`config.mk`:
```
export PLATFORM = sky130hd
export DESIGN_NAME = voice_allocator_flat
export DESIGN_NICKNAME = d
export VERILOG_FILES = /design/src/rtl/voice_allocator_if.sv /design/src/rtl/voice_allocator.sv /design/src/flat_wrapper.sv
export SDC_FILE = /design/constraint.sdc
export NUM_CORES = 1
export LEC_CHECK = 0
export CELL_PAD_IN_SITES_DETAIL_PLACEMENT = 1
export CELL_PAD_IN_SITES_GLOBAL_PLACEMENT = 1
export CORE_ASPECT_RATIO = 1.2
export CORE_MARGIN = 2
export CORE_UTILIZATION = 43
export CTS_CLUSTER_SIZE = 12
export DETAILED_ROUTE_END_ITERATION = 16
export GPL_TIMING_DRIVEN = 0
export PLACE_DENSITY = 0.78
export REMOVE_ABC_BUFFERS = 1
export SLEW_MARGIN = 15
export SYNTH_ARGS = -nofsm -noshare
export SYNTH_HDL_FRONTEND = slang
export SYNTH_SLANG_ARGS = --single-unit
export TNS_END_PERCENT = 5
```
`constraint.sdc`:
```
create_clock -name clk -period 4 [get_ports clk]
set_input_delay 0.6 -clock clk [delete_from_list [all_inputs] [get_ports clk]]
set_output_delay 0.6 -clock clk [all_outputs]
set_load 0.1 [all_outputs]
```
`src/rtl/voice_allocator_if.sv`:
```
// ============================================================================
// Module   : voice_allocator_if
// Brief    : Key-level input and voice-state outputs of the voice allocator.
// Revision : 1.0
// ============================================================================
`default_nettype none

interface voice_allocator_if #(
    parameter int NUM_KEYS   = 16,
    parameter int NUM_VOICES = 4,
    parameter int KEY_W      = 4
);
    logic [NUM_KEYS-1:0]         key_held;
    logic [NUM_VOICES-1:0]       voice_en;
    logic [NUM_VOICES*KEY_W-1:0] voice_key;
    logic [NUM_VOICES-1:0]       voice_start;
    logic                        busy;

    modport master (
        output key_held,
        input  voice_en,
        input  voice_key,
        input  voice_start,
        input  busy
    );

    modport slave (
        input  key_held,
        output voice_en,
        output voice_key,
        output voice_start,
        output busy
    );
endinterface

`default_nettype wire

```
`src/rtl/voice_allocator.sv`:
```
// ============================================================================
// Module   : voice_allocator
// Brief    : Key edge detection, one-event-per-clock scheduling and
//            oldest-voice stealing over a shared oscillator bank.
// Revision : 1.0
// ============================================================================
`default_nettype none

module voice_allocator #(
    parameter int NUM_KEYS   = 16,
    parameter int NUM_VOICES = 4,
    parameter int KEY_W      = $clog2(NUM_KEYS)
) (
    input  wire logic         clk,
    input  wire logic         nrst,
    voice_allocator_if.slave  bus
);

    localparam int RANK_W = (NUM_VOICES > 1) ? $clog2(NUM_VOICES) : 1;
    localparam logic [RANK_W-1:0] C_OLDEST = RANK_W'(NUM_VOICES - 1);

    typedef enum logic [0:0] {
        S_IDLE  = 1'b0,
        S_SERVE = 1'b1
    } state_t;

    state_t                      r_state;
    state_t                      w_state_nxt;

    logic [NUM_KEYS-1:0]         r_key_q;
    logic [NUM_KEYS-1:0]         r_pend_press;
    logic [NUM_KEYS-1:0]         r_pend_rel;
    logic [NUM_VOICES-1:0]       r_voice_en;
    logic [NUM_VOICES*KEY_W-1:0] r_voice_key;
    logic [NUM_VOICES-1:0]       r_voice_start;
    logic [RANK_W-1:0]           r_rank [NUM_VOICES];

    logic [NUM_KEYS-1:0]         w_rise;
    logic [NUM_KEYS-1:0]         w_fall;
    logic [NUM_KEYS-1:0]         w_clr_press;
    logic [NUM_KEYS-1:0]         w_clr_rel;
    logic [NUM_KEYS-1:0]         w_press_nxt;
    logic [NUM_KEYS-1:0]         w_rel_nxt;
    logic [KEY_W-1:0]            w_rel_idx;
    logic [KEY_W-1:0]            w_press_idx;
    logic [KEY_W-1:0]            w_ev_key;
    logic                        w_serve_rel;
    logic                        w_serve_press;
    logic                        w_free_any;
    logic [RANK_W-1:0]           w_free_idx;
    logic [RANK_W-1:0]           w_steal_idx;
    logic [RANK_W-1:0]           w_tgt;
    logic [RANK_W-1:0]           w_tgt_rank;

    assign w_rise = bus.key_held & ~r_key_q;
    assign w_fall = ~bus.key_held & r_key_q;

    // Lowest-index pending events; the descending loop lets the lowest index win.
    always_comb begin
        w_rel_idx   = '0;
        w_press_idx = '0;
        for (int i = NUM_KEYS - 1; i >= 0; i--) begin
            if (r_pend_rel[i])   w_rel_idx   = KEY_W'(i);
            if (r_pend_press[i]) w_press_idx = KEY_W'(i);
        end
    end

    // Free-voice search and steal candidate (the voice holding the oldest rank).
    always_comb begin
        w_free_any  = 1'b0;
        w_free_idx  = '0;
        w_steal_idx = '0;
        for (int v = NUM_VOICES - 1; v >= 0; v--) begin
            if (!r_voice_en[v]) begin
                w_free_any = 1'b1;
                w_free_idx = RANK_W'(v);
            end
            if (r_rank[v] == C_OLDEST) w_steal_idx = RANK_W'(v);
        end
        w_tgt      = w_free_any ? w_free_idx : w_steal_idx;
        w_tgt_rank = r_rank[w_tgt];
    end

    always_ff @(posedge clk or negedge nrst) begin
        if (!nrst) r_state <= S_IDLE;
        else       r_state <= w_state_nxt;
    end

    // Serve decode and pending-set update. A fresh edge overrides the bit just served.
    always_comb begin
        w_serve_rel   = 1'b0;
        w_serve_press = 1'b0;
        w_ev_key      = w_press_idx;
        w_clr_rel     = '0;
        w_clr_press   = '0;
        if (r_state == S_SERVE) begin
            if (|r_pend_rel) begin
                w_serve_rel = 1'b1;
                w_ev_key    = w_rel_idx;
                w_clr_rel   = NUM_KEYS'(1) << w_rel_idx;
            end else if (|r_pend_press) begin
                w_serve_press = 1'b1;
                w_clr_press   = NUM_KEYS'(1) << w_press_idx;
            end
        end
        w_press_nxt = ((r_pend_press & ~w_clr_press) | w_rise) & ~w_fall;
        w_rel_nxt   = ((r_pend_rel   & ~w_clr_rel)   | w_fall) & ~w_rise;
        w_state_nxt = ((|w_press_nxt) || (|w_rel_nxt)) ? S_SERVE : S_IDLE;
    end

    always_ff @(posedge clk or negedge nrst) begin
        if (!nrst) begin
            r_key_q       <= '0;
            r_pend_press  <= '0;
            r_pend_rel    <= '0;
            r_voice_en    <= '0;
            r_voice_key   <= '0;
            r_voice_start <= '0;
            for (int v = 0; v < NUM_VOICES; v++) begin
                r_rank[v] <= RANK_W'(v);
            end
        end else begin
            r_key_q       <= bus.key_held;
            r_pend_press  <= w_press_nxt;
            r_pend_rel    <= w_rel_nxt;
            r_voice_start <= '0;
            if (w_serve_rel) begin
                for (int v = 0; v < NUM_VOICES; v++) begin
                    if (r_voice_en[v] && (r_voice_key[v*KEY_W +: KEY_W] == w_ev_key)) begin
                        r_voice_en[v] <= 1'b0;
                    end
                end
            end
            if (w_serve_press) begin
                r_voice_en[w_tgt]                       <= 1'b1;
                r_voice_key[int'(w_tgt)*KEY_W +: KEY_W] <= w_ev_key;
                r_voice_start[w_tgt]                    <= 1'b1;
                // Target's own rank never satisfies the compare, so the final write is unambiguous.
                for (int v = 0; v < NUM_VOICES; v++) begin
                    if (r_rank[v] < w_tgt_rank) r_rank[v] <= r_rank[v] + 1'b1;
                end
                r_rank[w_tgt] <= '0;
            end
        end
    end

    assign bus.voice_en    = r_voice_en;
    assign bus.voice_key   = r_voice_key;
    assign bus.voice_start = r_voice_start;
    assign bus.busy        = (r_state == S_SERVE);

endmodule

`default_nettype wire

```
`src/flat_wrapper.sv`:
```
// flat-port wrapper written by rule: the top's interface ports become plain ports
module voice_allocator_flat 
#(
    parameter int NUM_KEYS   = 16,
    parameter int NUM_VOICES = 4,
    parameter int KEY_W      = $clog2(NUM_KEYS)
)
  (clk, nrst, bus_key_held, bus_voice_en, bus_voice_key, bus_voice_start, bus_busy);
  voice_allocator_if #(.NUM_KEYS(NUM_KEYS), .NUM_VOICES(NUM_VOICES), .KEY_W(KEY_W)) bus_i ();
  input  wire logic clk;
  input  wire logic nrst;
  input wire logic [$bits(bus_i.key_held)-1:0] bus_key_held;
  output wire logic [$bits(bus_i.voice_en)-1:0] bus_voice_en;
  output wire logic [$bits(bus_i.voice_key)-1:0] bus_voice_key;
  output wire logic [$bits(bus_i.voice_start)-1:0] bus_voice_start;
  output wire logic [$bits(bus_i.busy)-1:0] bus_busy;
  assign bus_i.key_held = bus_key_held;
  assign bus_voice_en = bus_i.voice_en;
  assign bus_voice_key = bus_i.voice_key;
  assign bus_voice_start = bus_i.voice_start;
  assign bus_busy = bus_i.busy;
  voice_allocator #(.NUM_KEYS(NUM_KEYS), .NUM_VOICES(NUM_VOICES), .KEY_W(KEY_W)) u_core (.clk(clk), .nrst(nrst), .bus(bus_i));
endmodule
```
==> run metrics <==
final period utilization 0.903; share of cells above drive strength 1 0.0714; Synth async-reset ratio 1.00; top cells by instance count after synthesis dfrtp_1 (77), nand2_1 (43), nor2_1 (35); cell internal pwr around 0.0015 W; P&R area growth vs syn 18.7%; final layout net count 561; synthesized area 4600 sq um; num rows 41; CTS Hold Bufs 0; Critical Path RT 4.21 ns; Clock Latency Late Sink 0.34 ns; final hold viol count 0; n_diodes 0; DRC Markers 0; H-Tree Depth 3; post-CTS sizing 0; Slew @ Worst Pin about 1.1 ns; final hold slack 0.231 ns; vias 4,002; Initial Utilization 0.439; MaxCap Viol Count 0; Synth warnings 0; arrival time of the worst setup path roughly 3.8 ns; Syn Area/Cell approximately 9.6 sq um; gpl congestion 0.901; Post-synth top flop dfrtp_1; Peak VDD IR ~0.00021 V; CP Class flip-flop to flip-flop; Post-Synthesis Cells 479; ANT nets after route 0; vias per cell 6.05; switching power 0.000584 W; critical path cell sequence ha_1, inv_1, a21oi_1, o21ai_0, a21boi_1, mux4_2, inv_1, ha_1, o22ai_1, mux2i_1, o21ai_0; RSZ-0062 raised after global routing no; cell taking the most area after synthesis dfrtp_1; GRT Total Usage 0.247; Die Y 117 um; Routed WL 13,700 um; Tmin final 3.61 ns; vias in the first global route 4,333; TritonCTS clock tree yes; sequential share of the synthesized area 0.442; CP max stage delay 0.73 ns; clock slew at reported path FFs 0.06 ns; root buf cell clkbuf_16; total grt overflow 0; Comb pwr share 0.148; clock skew 0.00571 ns; Core ar. 10,500 sq um; CP max-delay cell a21boi_1; DP HPWL 10,400 um; largest net degree at the start of global routing 46; count leader, synth dfrtp_1; First DRT Iteration DRCs 139; die width 98.4 um; type of origin of the critical path flip-flop; final setup fails 0; crit path max fanout 9; fraction of post-synthesis cell area in the top cell type by area 0.419; initial antenna violation count 0; flops & latches, synth 81; Longest Clk Path Bufs 2; Synth cell types 61; Reg power frac 0.453; status completed; post-CTS setup buffers 0; power per cell area 378 nW/um^2; full die area 11,500 sq um; Placement Cell Area 5170 sq um; TritonCTS Sinks 81; CTS Buf Count 9; CP Capture Type flip-flop; switching share of power 0.283; io pins 43; WL per Instance approximately 21 um; Leak 2.34 nW; hold crit path type input pin to asynchronous set/reset pin; Pins Over Slew Limit 0; Initial DRT Pass Iterations 4; first-pass GRT wire length approximately 22,000 um; number of synthesized flops with an enable pin 0; Port Buffer Count 42; Area contributors post-synth dfrtp_1 (42%), o31ai_1 (4.4%), ha_1 (4.4%); Clock Power Share 0.399; final cell area excluding filler cells ~5500 sq um; Rel. slew slack 0.231; highest clock rate 0.277 GHz
layout by cell type (no fill, tap or decap), drive strengths merged, types with 7 or more instances in the layout:
cell type and instances:
nor2b 10, a31oi 8, nor4 10, inv 30, or2b 7, o21ai 24, xor2 12, nand2b 27
clkdlybuf4s50 41, o211ai 12, a21o 7, dfrtp 77, nor2 37, nand2 43, clkbuf 13, a21oi 16
nand4 10, or4 9, ha 16, nor3 8, o31ai 27
power groups by stage:
stage / registers, W / clock network, W / logic (W)
2_1_floorplan: 0.000925 / 0 / 0.000191
3_3_place_gp: 0.000941 / 0 / 0.000290
3_5_place_dp: 0.000946 / 0 / 0.000303
4_1_cts: 0.000932 / 0.000838 / 0.000305
5_1_grt: 0.000942 / 0.000870 / 0.000337
6_report: 0.000935 / 0.000824 / 0.000305
cells by family after synthesis:
| logic type | Yosys count | synth area share |
|---|---|---|
| fa+ha+maj | 16 | 0.0435 |
| buf+inv | 36 | 0.0327 |
| flops | 81 | 0.442 |
| compound gates | 130 | 0.198 |
| mux | 7 | 0.0182 |
| simple gates | 197 | 0.243 |
| xor+xnor | 12 | 0.0229 |
state kept, by name, indices dropped and copies added, names as in the netlist:
register	count
u_core.bus.busy	1
u_core.bus.voice_en	4
u_core.bus.voice_key	16
u_core.bus.voice_start	4
u_core.r_key_q	16
u_core.r_pend_press	16
u_core.r_pend_rel	16
u_core.r_rank	8
routing by layer:
metal / global-route usage / vias up / routed length, um
li1: - / 1853 / -
met1: 0.286 / 1983 / 5440
met2: 0.431 / 124 / 7070
met3: 0.0392 / 42 / 511
met4: 0.153 / 0 / 689
met5: 0 / - / 0
worst max-delay path: cells and delay by family (launching register included):
family,cells,cell delay [ns]
adder cells (fa/ha/maj),2,0.47
multiplexers,2,0.85
buffers and inverters,2,0.20
AO/OA/AOI/OAI,5,1.37
flip-flops,1,0.58
metrics by stage:
stage	power [W]	instances	util	setup TNS, ns	setup WS, ns
6_report	0.00206	661	0.521	0	0.387
5_1_grt	0.00215	661	0.521	0	0.0973
4_1_cts	0.00208	661	0.521	0	0.417
3_5_place_dp	0.00125	645	0.494	0	0.481
3_3_place_gp	0.00123	644	0.491	-48.88	-0.638
2_1_floorplan	0.00112	473	-	0	0.688
layout make-up:
type | count | area, sq um
repair buffers | 43 | 445
fillers | 1201 | 5010
multi-input cells | 362 | 2410
clock inverters | 3 | 40.0
well taps | 129 | 161
clock buffers | 13 | 250
flip-flops and latches | 81 | 2030
inverters | 30 | 113
final timing paths:
path	slack, ns	cells past startpoint	start	end
worst min register to register	0.53	1	u_core.bus.voice_en[2]	u_core.bus.voice_en[2]
worst min-delay path	0.23	1	nrst	u_core.r_rank[5]
worst max-delay path	0.39	11	u_core.r_rank[4]	u_core.r_rank[7]
max in group asynchronous	3.12	2	nrst	u_core.r_rank[3]
min in group clk	0.53	1	u_core.bus.voice_en[2]	u_core.bus.voice_en[2]
worst max register to register	0.39	11	u_core.r_rank[4]	u_core.r_rank[7]
No activity file was read; power rests on OpenSTA's default activity.
